[src/rtl/dnn_pkg.sv]
// Shared types and sizing for the shared-MAC DNN sequencer.
// Optional request queuing is enabled by defining DNN_SEQ_PEND_EN (see dnn_seq_ctrl).
package dnn_pkg;

    typedef enum logic [1:0] {
        ST_IDLE = 2'd0,
        ST_CLR  = 2'd1,
        ST_MAC  = 2'd2,
        ST_WB   = 2'd3
    } dnn_state_e;

    localparam int NUM_IN    = 4;
    localparam int NUM_HID   = 4;
    localparam int NUM_OUT   = 2;
    localparam int W_ADDR_W  = 5;

    // Output-layer weights sit directly after the input->hidden block.
    localparam int HID_WBASE = NUM_IN * NUM_HID;

    // Cycles from the first CLR to the last WB inclusive.
    localparam int SEQ_LEN   = NUM_HID * (NUM_IN + 2) + NUM_OUT * (NUM_HID + 2);

endpackage

[src/rtl/dnn_seq_ctrl_if.sv]
// Sequencer <-> datapath control bundle. master = sequencer, slave = datapath.
interface dnn_seq_ctrl_if #(
    parameter int W_ADDR_W = 5
);
    logic                in_ready;
    logic                in_capture;
    logic                busy;
    logic                mac_clr;
    logic                mac_en;
    logic                layer;
    logic [1:0]          op_sel;
    logic [W_ADDR_W-1:0] w_addr;
    logic                h_wr_en;
    logic                o_wr_en;
    logic [1:0]          nrn_idx;
    logic                out0_ready;
    logic                out1_ready;

    modport master (
        input  in_ready,
        output in_capture, busy, mac_clr, mac_en, layer, op_sel, w_addr,
               h_wr_en, o_wr_en, nrn_idx, out0_ready, out1_ready
    );

    modport slave (
        output in_ready,
        input  in_capture, busy, mac_clr, mac_en, layer, op_sel, w_addr,
               h_wr_en, o_wr_en, nrn_idx, out0_ready, out1_ready
    );
endinterface

[src/rtl/dnn_seq_addr_gen.sv]
// Weight-bank address from (layer, operand index, neuron index).
// Hidden: cnt*NUM_HID + nrn.  Output: WBASE + cnt*NUM_OUT + nrn.
module dnn_seq_addr_gen
    import dnn_pkg::*;
#(
    parameter int NUM_HID  = dnn_pkg::NUM_HID,
    parameter int NUM_OUT  = dnn_pkg::NUM_OUT,
    parameter int WBASE    = dnn_pkg::HID_WBASE,
    parameter int W_ADDR_W = dnn_pkg::W_ADDR_W
) (
    input  logic                layer,
    input  logic [1:0]          cnt,
    input  logic [1:0]          nrn,
    output logic [W_ADDR_W-1:0] w_addr
);

    logic [W_ADDR_W-1:0] cnt_w;
    logic [W_ADDR_W-1:0] nrn_w;

    assign cnt_w = W_ADDR_W'(cnt);
    assign nrn_w = W_ADDR_W'(nrn);

    // Constant multipliers only; these reduce to shifts/adds.
    always_comb begin
        if (layer)
            w_addr = W_ADDR_W'(WBASE) + cnt_w * W_ADDR_W'(NUM_OUT) + nrn_w;
        else
            w_addr = cnt_w * W_ADDR_W'(NUM_HID) + nrn_w;
    end

endmodule

[src/rtl/dnn_seq_ctrl.sv]
// Shared-MAC sequencer for the 4/4/2 DNN: hidden pass then output pass.
// Define DNN_SEQ_PEND_EN to queue one start request that arrives while busy.
//
// state | meaning
// IDLE  | waiting for in_ready (or a pending request); in_capture pulses here
// CLR   | clear accumulator for neuron nrn of layer
// MAC   | accumulate operand[cnt] * weight, cnt = 0..fan_in-1
// WB    | write accumulator to hidden/output register nrn, advance neuron/layer
module dnn_seq_ctrl
    import dnn_pkg::*;
#(
    parameter int NUM_IN   = dnn_pkg::NUM_IN,
    parameter int NUM_HID  = dnn_pkg::NUM_HID,
    parameter int NUM_OUT  = dnn_pkg::NUM_OUT,
    parameter int W_ADDR_W = dnn_pkg::W_ADDR_W
) (
    input  logic           clk,
    input  logic           rst_n,
    dnn_seq_ctrl_if.master bus
);

    localparam logic [1:0] S_IDLE = ST_IDLE;
    localparam logic [1:0] S_CLR  = ST_CLR;
    localparam logic [1:0] S_MAC  = ST_MAC;
    localparam logic [1:0] S_WB   = ST_WB;

    logic [1:0] state_q, state_d;
    logic [1:0] cnt_q,   cnt_d;
    logic [1:0] nrn_q,   nrn_d;
    logic       layer_q, layer_d;
    logic       out0_q,  out0_d;
    logic       out1_q,  out1_d;
    logic       capture;
    logic [1:0] cnt_last;
    logic [1:0] nrn_last;
    logic [W_ADDR_W-1:0] w_addr;

`ifdef DNN_SEQ_PEND_EN
    logic pend_q, pend_d;

    assign capture = (state_q == S_IDLE) && (bus.in_ready || pend_q);

    // One-deep request memory; repeated requests while busy merge.
    always_comb begin
        pend_d = pend_q;
        if (capture)
            pend_d = 1'b0;
        else if ((state_q != S_IDLE) && bus.in_ready)
            pend_d = 1'b1;
    end

    // Pend flag register.
    always_ff @(posedge clk) begin
        if (!rst_n) pend_q <= 1'b0;
        else        pend_q <= pend_d;
    end
`else
    assign capture = (state_q == S_IDLE) && bus.in_ready;
`endif

    assign cnt_last = layer_q ? 2'(NUM_HID - 1) : 2'(NUM_IN - 1);
    assign nrn_last = layer_q ? 2'(NUM_OUT - 1) : 2'(NUM_HID - 1);

    // Next-state and counter update.
    always_comb begin
        state_d = state_q;
        cnt_d   = cnt_q;
        nrn_d   = nrn_q;
        layer_d = layer_q;
        out0_d  = out0_q;
        out1_d  = out1_q;
        case (state_q)
            S_IDLE: begin
                if (capture) begin
                    state_d = S_CLR;
                    cnt_d   = 2'd0;
                    nrn_d   = 2'd0;
                    layer_d = 1'b0;
                    out0_d  = 1'b0;
                    out1_d  = 1'b0;
                end
            end
            S_CLR: begin
                state_d = S_MAC;
                cnt_d   = 2'd0;
            end
            S_MAC: begin
                if (cnt_q == cnt_last) state_d = S_WB;
                else                   cnt_d   = cnt_q + 2'd1;
            end
            default: begin
                if (layer_q && (nrn_q == 2'd0)) out0_d = 1'b1;
                if (layer_q && (nrn_q == 2'd1)) out1_d = 1'b1;
                if (nrn_q != nrn_last) begin
                    nrn_d   = nrn_q + 2'd1;
                    state_d = S_CLR;
                end else if (!layer_q) begin
                    layer_d = 1'b1;
                    nrn_d   = 2'd0;
                    state_d = S_CLR;
                end else begin
                    state_d = S_IDLE;
                end
            end
        endcase
    end

    // Sequencer registers; reset abandons any partial sequence.
    always_ff @(posedge clk) begin
        if (!rst_n) begin
            state_q <= S_IDLE;
            cnt_q   <= 2'd0;
            nrn_q   <= 2'd0;
            layer_q <= 1'b0;
            out0_q  <= 1'b0;
            out1_q  <= 1'b0;
        end else begin
            state_q <= state_d;
            cnt_q   <= cnt_d;
            nrn_q   <= nrn_d;
            layer_q <= layer_d;
            out0_q  <= out0_d;
            out1_q  <= out1_d;
        end
    end

    dnn_seq_addr_gen #(
        .NUM_HID  (NUM_HID),
        .NUM_OUT  (NUM_OUT),
        .WBASE    (NUM_IN * NUM_HID),
        .W_ADDR_W (W_ADDR_W)
    ) u_addr_gen (
        .layer  (layer_q),
        .cnt    (cnt_q),
        .nrn    (nrn_q),
        .w_addr (w_addr)
    );

    // Strobes are masked while rst_n is low so a reset cycle never writes.
    assign bus.in_capture = rst_n && capture;
    assign bus.busy       = (state_q != S_IDLE);
    assign bus.mac_clr    = rst_n && (state_q == S_CLR);
    assign bus.mac_en     = rst_n && (state_q == S_MAC);
    assign bus.h_wr_en    = rst_n && (state_q == S_WB) && !layer_q;
    assign bus.o_wr_en    = rst_n && (state_q == S_WB) && layer_q;
    assign bus.layer      = layer_q;
    assign bus.op_sel     = cnt_q;
    assign bus.w_addr     = w_addr;
    assign bus.nrn_idx    = nrn_q;
    assign bus.out0_ready = out0_q;
    assign bus.out1_ready = out1_q;

endmodule

[src/flat_wrapper.sv]
// flat-port wrapper written by rule: the top's interface ports become plain ports
module dnn_seq_ctrl_flat import dnn_pkg::*;
#(
    parameter int NUM_IN   = dnn_pkg::NUM_IN,
    parameter int NUM_HID  = dnn_pkg::NUM_HID,
    parameter int NUM_OUT  = dnn_pkg::NUM_OUT,
    parameter int W_ADDR_W = dnn_pkg::W_ADDR_W
)
  (clk, rst_n, bus_in_ready, bus_in_capture, bus_busy, bus_mac_clr, bus_mac_en, bus_layer, bus_op_sel, bus_w_addr, bus_h_wr_en, bus_o_wr_en, bus_nrn_idx, bus_out0_ready, bus_out1_ready);
  dnn_seq_ctrl_if #(.W_ADDR_W(W_ADDR_W)) bus_i ();
  input  logic clk;
  input  logic rst_n;
  input wire logic [$bits(bus_i.in_ready)-1:0] bus_in_ready;
  output wire logic [$bits(bus_i.in_capture)-1:0] bus_in_capture;
  output wire logic [$bits(bus_i.busy)-1:0] bus_busy;
  output wire logic [$bits(bus_i.mac_clr)-1:0] bus_mac_clr;
  output wire logic [$bits(bus_i.mac_en)-1:0] bus_mac_en;
  output wire logic [$bits(bus_i.layer)-1:0] bus_layer;
  output wire logic [$bits(bus_i.op_sel)-1:0] bus_op_sel;
  output wire logic [$bits(bus_i.w_addr)-1:0] bus_w_addr;
  output wire logic [$bits(bus_i.h_wr_en)-1:0] bus_h_wr_en;
  output wire logic [$bits(bus_i.o_wr_en)-1:0] bus_o_wr_en;
  output wire logic [$bits(bus_i.nrn_idx)-1:0] bus_nrn_idx;
  output wire logic [$bits(bus_i.out0_ready)-1:0] bus_out0_ready;
  output wire logic [$bits(bus_i.out1_ready)-1:0] bus_out1_ready;
  assign bus_i.in_ready = bus_in_ready;
  assign bus_in_capture = bus_i.in_capture;
  assign bus_busy = bus_i.busy;
  assign bus_mac_clr = bus_i.mac_clr;
  assign bus_mac_en = bus_i.mac_en;
  assign bus_layer = bus_i.layer;
  assign bus_op_sel = bus_i.op_sel;
  assign bus_w_addr = bus_i.w_addr;
  assign bus_h_wr_en = bus_i.h_wr_en;
  assign bus_o_wr_en = bus_i.o_wr_en;
  assign bus_nrn_idx = bus_i.nrn_idx;
  assign bus_out0_ready = bus_i.out0_ready;
  assign bus_out1_ready = bus_i.out1_ready;
  dnn_seq_ctrl #(.NUM_IN(NUM_IN), .NUM_HID(NUM_HID), .NUM_OUT(NUM_OUT), .W_ADDR_W(W_ADDR_W)) u_core (.clk(clk), .rst_n(rst_n), .bus(bus_i));
endmodule
[config.mk]
export PLATFORM = sky130hd
export DESIGN_NAME = dnn_seq_ctrl_flat
export DESIGN_NICKNAME = d
export VERILOG_FILES = /design/src/rtl/dnn_pkg.sv /design/src/rtl/dnn_seq_ctrl_if.sv /design/src/rtl/dnn_seq_addr_gen.sv /design/src/rtl/dnn_seq_ctrl.sv /design/src/flat_wrapper.sv
export SDC_FILE = /design/constraint.sdc
export NUM_CORES = 1
export LEC_CHECK = 0
export ABC_AREA = 1
export CORE_MARGIN = 3
export CORE_UTILIZATION = 37
export DETAILED_ROUTE_END_ITERATION = 7
export GPL_TIMING_DRIVEN = 0
export PLACE_DENSITY = 0.66
export SKIP_CTS_REPAIR_TIMING = 1
export SYNTH_ARGS = -nofsm -noshare
export SYNTH_HDL_FRONTEND = slang
export SYNTH_SLANG_ARGS = --single-unit
export TNS_END_PERCENT = 100
[constraint.sdc]
create_clock -name clk -period 2.7 [get_ports clk]
set_input_delay 0.54 -clock clk [delete_from_list [all_inputs] [get_ports clk]]
set_output_delay 0.54 -clock clk [all_outputs]
set_load 0.01 [all_outputs]
==> summary.log, run 1 <==
qor: status.outcome complete, no violations
qor: drt.drcViolationCount 0
qor: layout.count_of_inserted_antenna_diode_cells 0
qor: sta.hold_viol_final 0
qor: drt.dr.first_iter.drc_count 16
qor: layout.area_of_the_multi_input_gates 380.4 um^2
qor: synthesis.synth-seq-cells 9
qor: sta.tightest_slew 0.3118 ns
qor: clock_network.path_clk_slew 0.06 ns
qor: clock_network.inserted_clock_buffers 3
qor: synthesis.ys_seq_area_frac 0.2697
qor: drt.drt-total-wl 1441 um
qor: clock_network.root_buffer sky130_fd_sc_hd__clkbuf_4
qor: drt.detail_route.first_pass.iterations 4
qor: setup_path.criticalPathCategory in -> out
qor: place.gpl.final_weighted_congestion 0.7663
qor: clock_network.clock_tree_from_tritoncts done
qor: synthesis.synthTopCellsByArea sky130_fd_sc_hd__dfxtp_1, sky130_fd_sc_hd__ha_1, sky130_fd_sc_hd__inv_1
qor: grt.grt_first_pass_wirelength 2511 um
qor: synthesis.syn-num-nets 111
qor: floorplanning.design.die.area 2352 um^2
qor: grt.grt_util_all_layers 0.1346
qor: clock_network.cts-root-to-sink-buffers 2
qor: synthesis.area_fraction_of_the_dominant_cell_type_after_synthesis 0.2697
qor: setup_path.setup.worst_path.end_class output pin
qor: layout.design_area 924.6 um^2
qor: floorplanning.die_h 48.50 um
qor: layout.n_fill_cell 150
qor: synthesis.postSynthAreaPerCell 6.749 um^2
qor: setup_path.crit_required 2.16 ns
qor: sta.setup_violations 0
qor: place.portBuffers 20
qor: sta.final_min_period_over_clock_period 0.9395
qor: grt.overflow 0
qor: min_path.classification_of_the_worst_slack_hold_path reg -> reg
qor: setup_path.cp-start-kind input pin
qor: clock_network.cts_htree_levels 1
qor: setup_path.timing.critical_path.fanout_max 8
qor: setup_path.timing.reg2reg.worst_path_depth 8
qor: grt.number_of_global_route_vias_before_repair 593
qor: job.max_cap_viol_count 0
qor: sta.rsz0062_at_grt no
qor: min_path.hold_depth 2
qor: sta.max_slew_headroom 0.7915
qor: setup_path.cp_data_arrival_time 2.00 ns
qor: drt.route.detailed.wl_per_inst 9.803 um
qor: sta.slew_viol_final 0
qor: floorplanning.floorplan.rows 14
qor: floorplanning.floorplan.initialDensity 0.4192
qor: sta.fmaxAchievable 394.2 MHz
qor: drt.number_of_routed_nets_with_antenna_violations 0
qor: sta.tns 0 ns
qor: layout.layout.core_utilization 0.5801
qor: synthesis.synth.yosys.warnings 0
qor: sta.layout_min_cycle_time 2.537 ns
qor: floorplanning.die_w 48.50 um
qor: layout.area.sequential 180.2 um^2
qor: floorplanning.placeableCoreArea 1594 um^2
qor: layout.synthToLayoutAreaGrowth 38.39%
qor: grt.pin_count_of_the_biggest_net_entering_global_routing 11
qor: synthesis.synth_area 668.1 um^2
qor: sta.worst_clock_skew 0.002796 ns
qor: grt.antenna_found_initial 0
qor: drt.routed-via-count 666
qor: synthesis.synthDistinctLibCells 21
qor: synthesis.netlist.top_cell.by_area sky130_fd_sc_hd__dfxtp_1
qor: layout.final_layout_size_suffix_gt1_frac 0.1220
qor: layout.final_net_count 136
qor: sta.timing.hold.ws 0.4486 ns
qor: layout.final_cell_count_no_fill 147
qor: floorplanning.io-pin-count 21
qor: pwr.power-per-cell-area 903.5 nW/um^2
qor: synthesis.syn_inst 99
qor: place.dp_hpwl 1125 um
qor: place.placedCellCount 143
qor: drt.drt_via_density 4.531
qor: clock_network.worst_skew_pair.late_latency 0.27 ns
qor: place.postPlaceCellArea 898.4 um^2
qor: pwr.pleak 0.4462 nW
qor: clock_network.clkSinkCount 9
qor: pwr.vdd_ir_drop_max 0.4452 mV
==> layer usage <==
layer  vias up  global-route usage  share of wire  wire [um]
met4         0             0.07109          0.022         32
met5         -                   0              0          0
met3         5             0.03988          0.046         67
met2        17              0.2225           0.46        668
li1        356                   -              -          -
met1       288              0.1566           0.47        673
==> worst paths after layout <==
check | startpoint | to | slack, ns
setup / recovery | rst_n | bus_h_wr_en | 0.16
hold / removal | u_core.bus.out0_ready | u_core.bus.out0_ready | 0.45
setup reg to reg | u_core.state_q[1] | u_core.bus.nrn_idx[1] | 1.29
hold reg to reg | u_core.bus.out0_ready | u_core.bus.out0_ready | 0.45
==> cells by family (layout without fill, tap and decap cells) <==
kind of cell,count (synthesis),count (layout),share of synthesized area
flip-flops,9,9,0.2697
buffers and inverters,24,48,0.1610
adder cells (fa/ha/maj),9,9,0.1685
AO/OA/AOI/OAI,14,14,0.1217
AND/OR/NAND/NOR,43,43,0.2790
==> power by group <==
part           switching, mW  internal, mW
sequential            0.0434         0.169
clock                 0.0524        0.0572
combinational          0.274         0.239
total                  0.370         0.465
==> state kept, by name, indices dropped and copies added, names as in the netlist <==
signal	flops
u_core.bus.nrn_idx	2
u_core.bus.out1_ready	1
u_core.bus.op_sel	2
u_core.bus.layer	1
u_core.state_q	2
u_core.bus.out0_ready	1
==> cell type report <==
cell class,instances,share of cell area
flip-flops and latches,9,0.1949
multi-input cells,66,0.4114
inverters,21,0.08796
clock buffers,4,0.02842
plain buffers,3,0.02842
well taps,24,0.03248
repair buffers,20,0.2165
==> stage by stage <==
stage                     worst slack, ns  total power [mW]
after floorplan                     1.171            0.5335
after global placement             0.1717            0.7197
after detailed placement           0.1494            0.7282
after CTS                          0.1570            0.8426
after global routing              0.08776            0.9258
final                              0.1633            0.8355
==> cell usage in the layout, fill, tap and decap left out <==
master	instances
sky130_fd_sc_hd__a31oi_1	1
sky130_fd_sc_hd__ha_1	9
sky130_fd_sc_hd__o21ai_1	1
sky130_fd_sc_hd__clkbuf_1	1
sky130_fd_sc_hd__o21a_1	1
sky130_fd_sc_hd__buf_4	2
sky130_fd_sc_hd__clkbuf_4	3
sky130_fd_sc_hd__dfxtp_1	9
sky130_fd_sc_hd__nor3_1	2
sky130_fd_sc_hd__inv_1	19
sky130_fd_sc_hd__nor2_1	13
sky130_fd_sc_hd__inv_4	1
sky130_fd_sc_hd__nor2_2	2
sky130_fd_sc_hd__o21ai_2	1
sky130_fd_sc_hd__a21oi_2	1
sky130_fd_sc_hd__nand2_2	2
sky130_fd_sc_hd__buf_6	1
sky130_fd_sc_hd__nand3_2	1
sky130_fd_sc_hd__clkdlybuf4s50_1	20
sky130_fd_sc_hd__nand3_1	5
sky130_fd_sc_hd__a21oi_1	5
sky130_fd_sc_hd__o21ai_0	4
sky130_fd_sc_hd__inv_2	1
sky130_fd_sc_hd__nand2_1	18
==> worst max-delay path, cell delays in order <==
cell and delay (ns):
sky130_fd_sc_hd__clkdlybuf4s50_1 0.65, sky130_fd_sc_hd__inv_2 0.10, sky130_fd_sc_hd__nor3_1 0.14, sky130_fd_sc_hd__clkdlybuf4s50_1 0.56
==> synth_stat cells, drive strengths merged <==
| cell | count |
|---|---|
| inv | 21 |
| nand2 | 20 |
| nor2 | 15 |
| dfxtp | 9 |
| ha | 9 |
| a21oi | 6 |
| nand3 | 6 |
| o21ai | 6 |
| buf | 3 |
| nor3 | 2 |
| a31oi | 1 |
| o21a | 1 |
Power figures use the tool's default switching activity.
==> inputs of run 2 (changes only) <==
--- a/config.mk
+++ b/config.mk
@@ -6,11 +6,10 @@
 export NUM_CORES = 1
 export LEC_CHECK = 0
 export ABC_AREA = 1
-export CORE_MARGIN = 3
-export CORE_UTILIZATION = 37
+export CORE_UTILIZATION = 48
 export DETAILED_ROUTE_END_ITERATION = 7
 export GPL_TIMING_DRIVEN = 0
-export PLACE_DENSITY = 0.66
+export PLACE_DENSITY = 0.82
 export SKIP_CTS_REPAIR_TIMING = 1
 export SYNTH_ARGS = -nofsm -noshare
 export SYNTH_HDL_FRONTEND = slang
==> run 2 against run 1 <==
Final cell count shrank 6.1%. Die area fell by 34%. Critical path depth stayed put. Critical path type unchanged. First-iteration DRC count increased by 69%. Non-clock buffer count unchanged. Combinational power about the same. Power barely moved. Routed wire length is 2.6% lower. Count of clock-buffer cells in the layout unchanged. Clock skew is 0.00061 ns lower. Register-to-register slack about the same.
==> summary.log, run 2 (synthesized netlist as in run 1, its figures left out) <==
qor: floorplanning.floorplan.rows 13 [-1]
qor: pwr.pleak 0.4462 nW [unchanged]
qor: layout.final_cell_mix sky130_fd_sc_hd__clkdlybuf4s50_1, sky130_fd_sc_hd__inv_1, sky130_fd_sc_hd__nand2_1, sky130_fd_sc_hd__nor2_1
qor: setup_path.criticalPathCategory in -> out
qor: sta.tns 0 ns [unchanged]
qor: layout.count_of_inserted_antenna_diode_cells 0 [unchanged]
qor: clock_network.inserted_clock_buffers 3 [unchanged]
qor: sta.tightest_slew 0.2954 ns [-0.01639 ns]
qor: clock_network.clock_tree_from_tritoncts done
qor: clock_network.root_buffer sky130_fd_sc_hd__clkbuf_4
qor: floorplanning.placeableCoreArea 1301 um^2 [-18%]
qor: setup_path.path_common_cell sky130_fd_sc_hd__clkdlybuf4s50_1
qor: layout.design_area 913.4 um^2 [-1.2%]
qor: floorplanning.io-pin-count 21 [unchanged]
qor: drt.drt-total-wl 1403 um [-2.6%]
qor: setup_path.crit_required 2.16 ns [about the same]
qor: grt.grt_util_all_layers 0.2112 [+0.07652]
qor: floorplanning.die_w 39.31 um [-19%]
qor: sta.max_slew_headroom 0.8024 [+0.01096]
qor: pwr.total_power 0.8355 mW [about the same]
qor: status.outcome complete, no violations
qor: grt.grt_first_pass_wirelength 2180 um [-13%]
qor: sta.layout_min_cycle_time 2.534 ns [-0.002249 ns]
qor: clock_network.cts_htree_levels 1 [unchanged]
qor: layout.final_net_count 136 [unchanged]
qor: floorplanning.floorplan.initialDensity 0.5135 [+0.09431]
qor: setup_path.cp-start-kind input pin
qor: setup_path.timing.critical_path.fanout_max 8 [unchanged]
qor: sta.rsz0062_at_grt no
qor: drt.dr.first_iter.drc_count 27 [+11]
qor: sta.fmaxAchievable 394.6 MHz [about the same]
qor: grt.number_of_global_route_vias_before_repair 540 [-8.9%]
qor: drt.route.detailed.wl_per_inst 10.17 um [+3.7%]
qor: sta.setup_violations 0 [unchanged]
qor: min_path.classification_of_the_worst_slack_hold_path reg -> reg
qor: sta.final_min_period_over_clock_period 0.9387 [about the same]
qor: place.dp_hpwl 1080 um [-4.0%]
qor: setup_path.largest_incremental_delay_on_the_critical_path 0.64 ns [about the same]
qor: grt.pin_count_of_the_biggest_net_entering_global_routing 11 [unchanged]
qor: sta.hold_viol_final 0 [unchanged]
qor: pwr.power-per-cell-area 914.8 nW/um^2 [+1.2%]
qor: setup_path.cp_max_delay_cell sky130_fd_sc_hd__clkdlybuf4s50_1
qor: clock_network.path_clk_slew 0.06 ns [about the same]
qor: place.gpl.final_weighted_congestion 0.8121 [+6.0%]
qor: sta.timing.hold.ws 0.4469 ns [-0.001771 ns]
qor: place.postPlaceCellArea 887.1 um^2 [-1.3%]
qor: floorplanning.die_h 39.31 um [-19%]
qor: clock_network.clkSinkCount 9 [unchanged]
qor: pwr.vdd_ir_drop_max 0.6810 mV [+53%]
qor: place.portBuffers 20 [unchanged]
qor: drt.drcViolationCount 0 [unchanged]
qor: drt.number_of_routed_nets_with_antenna_violations 0 [unchanged]
qor: layout.final_layout_size_suffix_gt1_frac 0.1220 [unchanged]
qor: sta.worst_clock_skew 0.002186 ns [-0.0006104 ns]
qor: sta.slew_viol_final 0 [unchanged]
qor: layout.final_common_cell sky130_fd_sc_hd__clkdlybuf4s50_1
qor: clock_network.worst_skew_pair.late_latency 0.27 ns [about the same]
qor: setup_path.setup.worst_path.end_class output pin
qor: job.max_cap_viol_count 0 [unchanged]
qor: drt.routed-via-count 670 [+0.60%]
qor: grt.overflow 0 [unchanged]
qor: clock_network.cts-root-to-sink-buffers 2 [unchanged]
qor: layout.synthToLayoutAreaGrowth 36.70%
qor: grt.antenna_found_initial 0 [unchanged]
qor: setup_path.timing.critical_path.cells clkdlybuf4s50_1 -> inv_2 -> nor3_1 -> clkdlybuf4s50_1
qor: floorplanning.design.die.area 1545 um^2 [-34%]
qor: setup_path.cp_data_arrival_time 1.99 ns [about the same]
qor: drt.detail_route.first_pass.iterations 4 [unchanged]
qor: layout.n_fill_cell 105 [-30%]
qor: drt.drt_via_density 4.855 [+7.2%]
-- run 2: cell counts in the layout (fill, tap and decap cells not counted) --
No cell type changed its count.
-- run 2: path summary, 6_finish.rpt --
path                            cells after the start                     to  slack (ns)             startpoint
worst max-delay path                                4            bus_h_wr_en        0.17                  rst_n
worst min register to register                      2  u_core.bus.out1_ready        0.45  u_core.bus.out1_ready
worst min-delay path                                2  u_core.bus.out1_ready        0.45  u_core.bus.out1_ready
worst max register to register                      8  u_core.bus.nrn_idx[1]        1.28      u_core.state_q[0]
-- run 2: cell type report --
type | instances | area [um^2] | area share
clock buffers | 4 | 26.28 | 0.02877
multi-input cells | 66 | 380.4 | 0.4164
flip-flops and latches | 9 | 180.2 | 0.1973
repair buffers | 20 | 200.2 | 0.2192
inverters | 21 | 81.33 | 0.08904
plain buffers | 3 | 26.28 | 0.02877
well taps | 15 | 18.77 | 0.02055
-- run 2: layer usage --
| layer | routed length, um | vias up | global-route usage |
|---|---|---|---|
| met5 | 0 | - | 0 |
| met4 | 22 | 0 | 0.1034 |
| met3 | 85 | 4 | 0.05114 |
| met2 | 623 | 28 | 0.3500 |
| met1 | 670 | 286 | 0.2509 |
| li1 | - | 352 | - |
-- run 2: through the flow --
stage	std cells	setup slack, ns	util
4_1_cts	138	0.1790	0.7019
3_3_place_gp	134	0.1880	0.6817
3_5_place_dp	134	0.1779	0.6817
5_1_grt	138	0.08063	0.7019
2_1_floorplan	99	1.171	-
6_report	138	0.1655	0.7019
-- run 2: critical path, delay by kind of cell --
kind | cells | cell delay (ns)
and+or+nand+nor | 1 | 0.15
buffers and inverters | 3 | 1.30
-- run 2: power breakdown --
part	leakage (nW)	switching (mW)	internal, mW
Sequential	0.0738	0.0434	0.169
Clock	0.0150	0.0494	0.0571
Combinational	0.357	0.277	0.240
Total	0.446	0.369	0.466
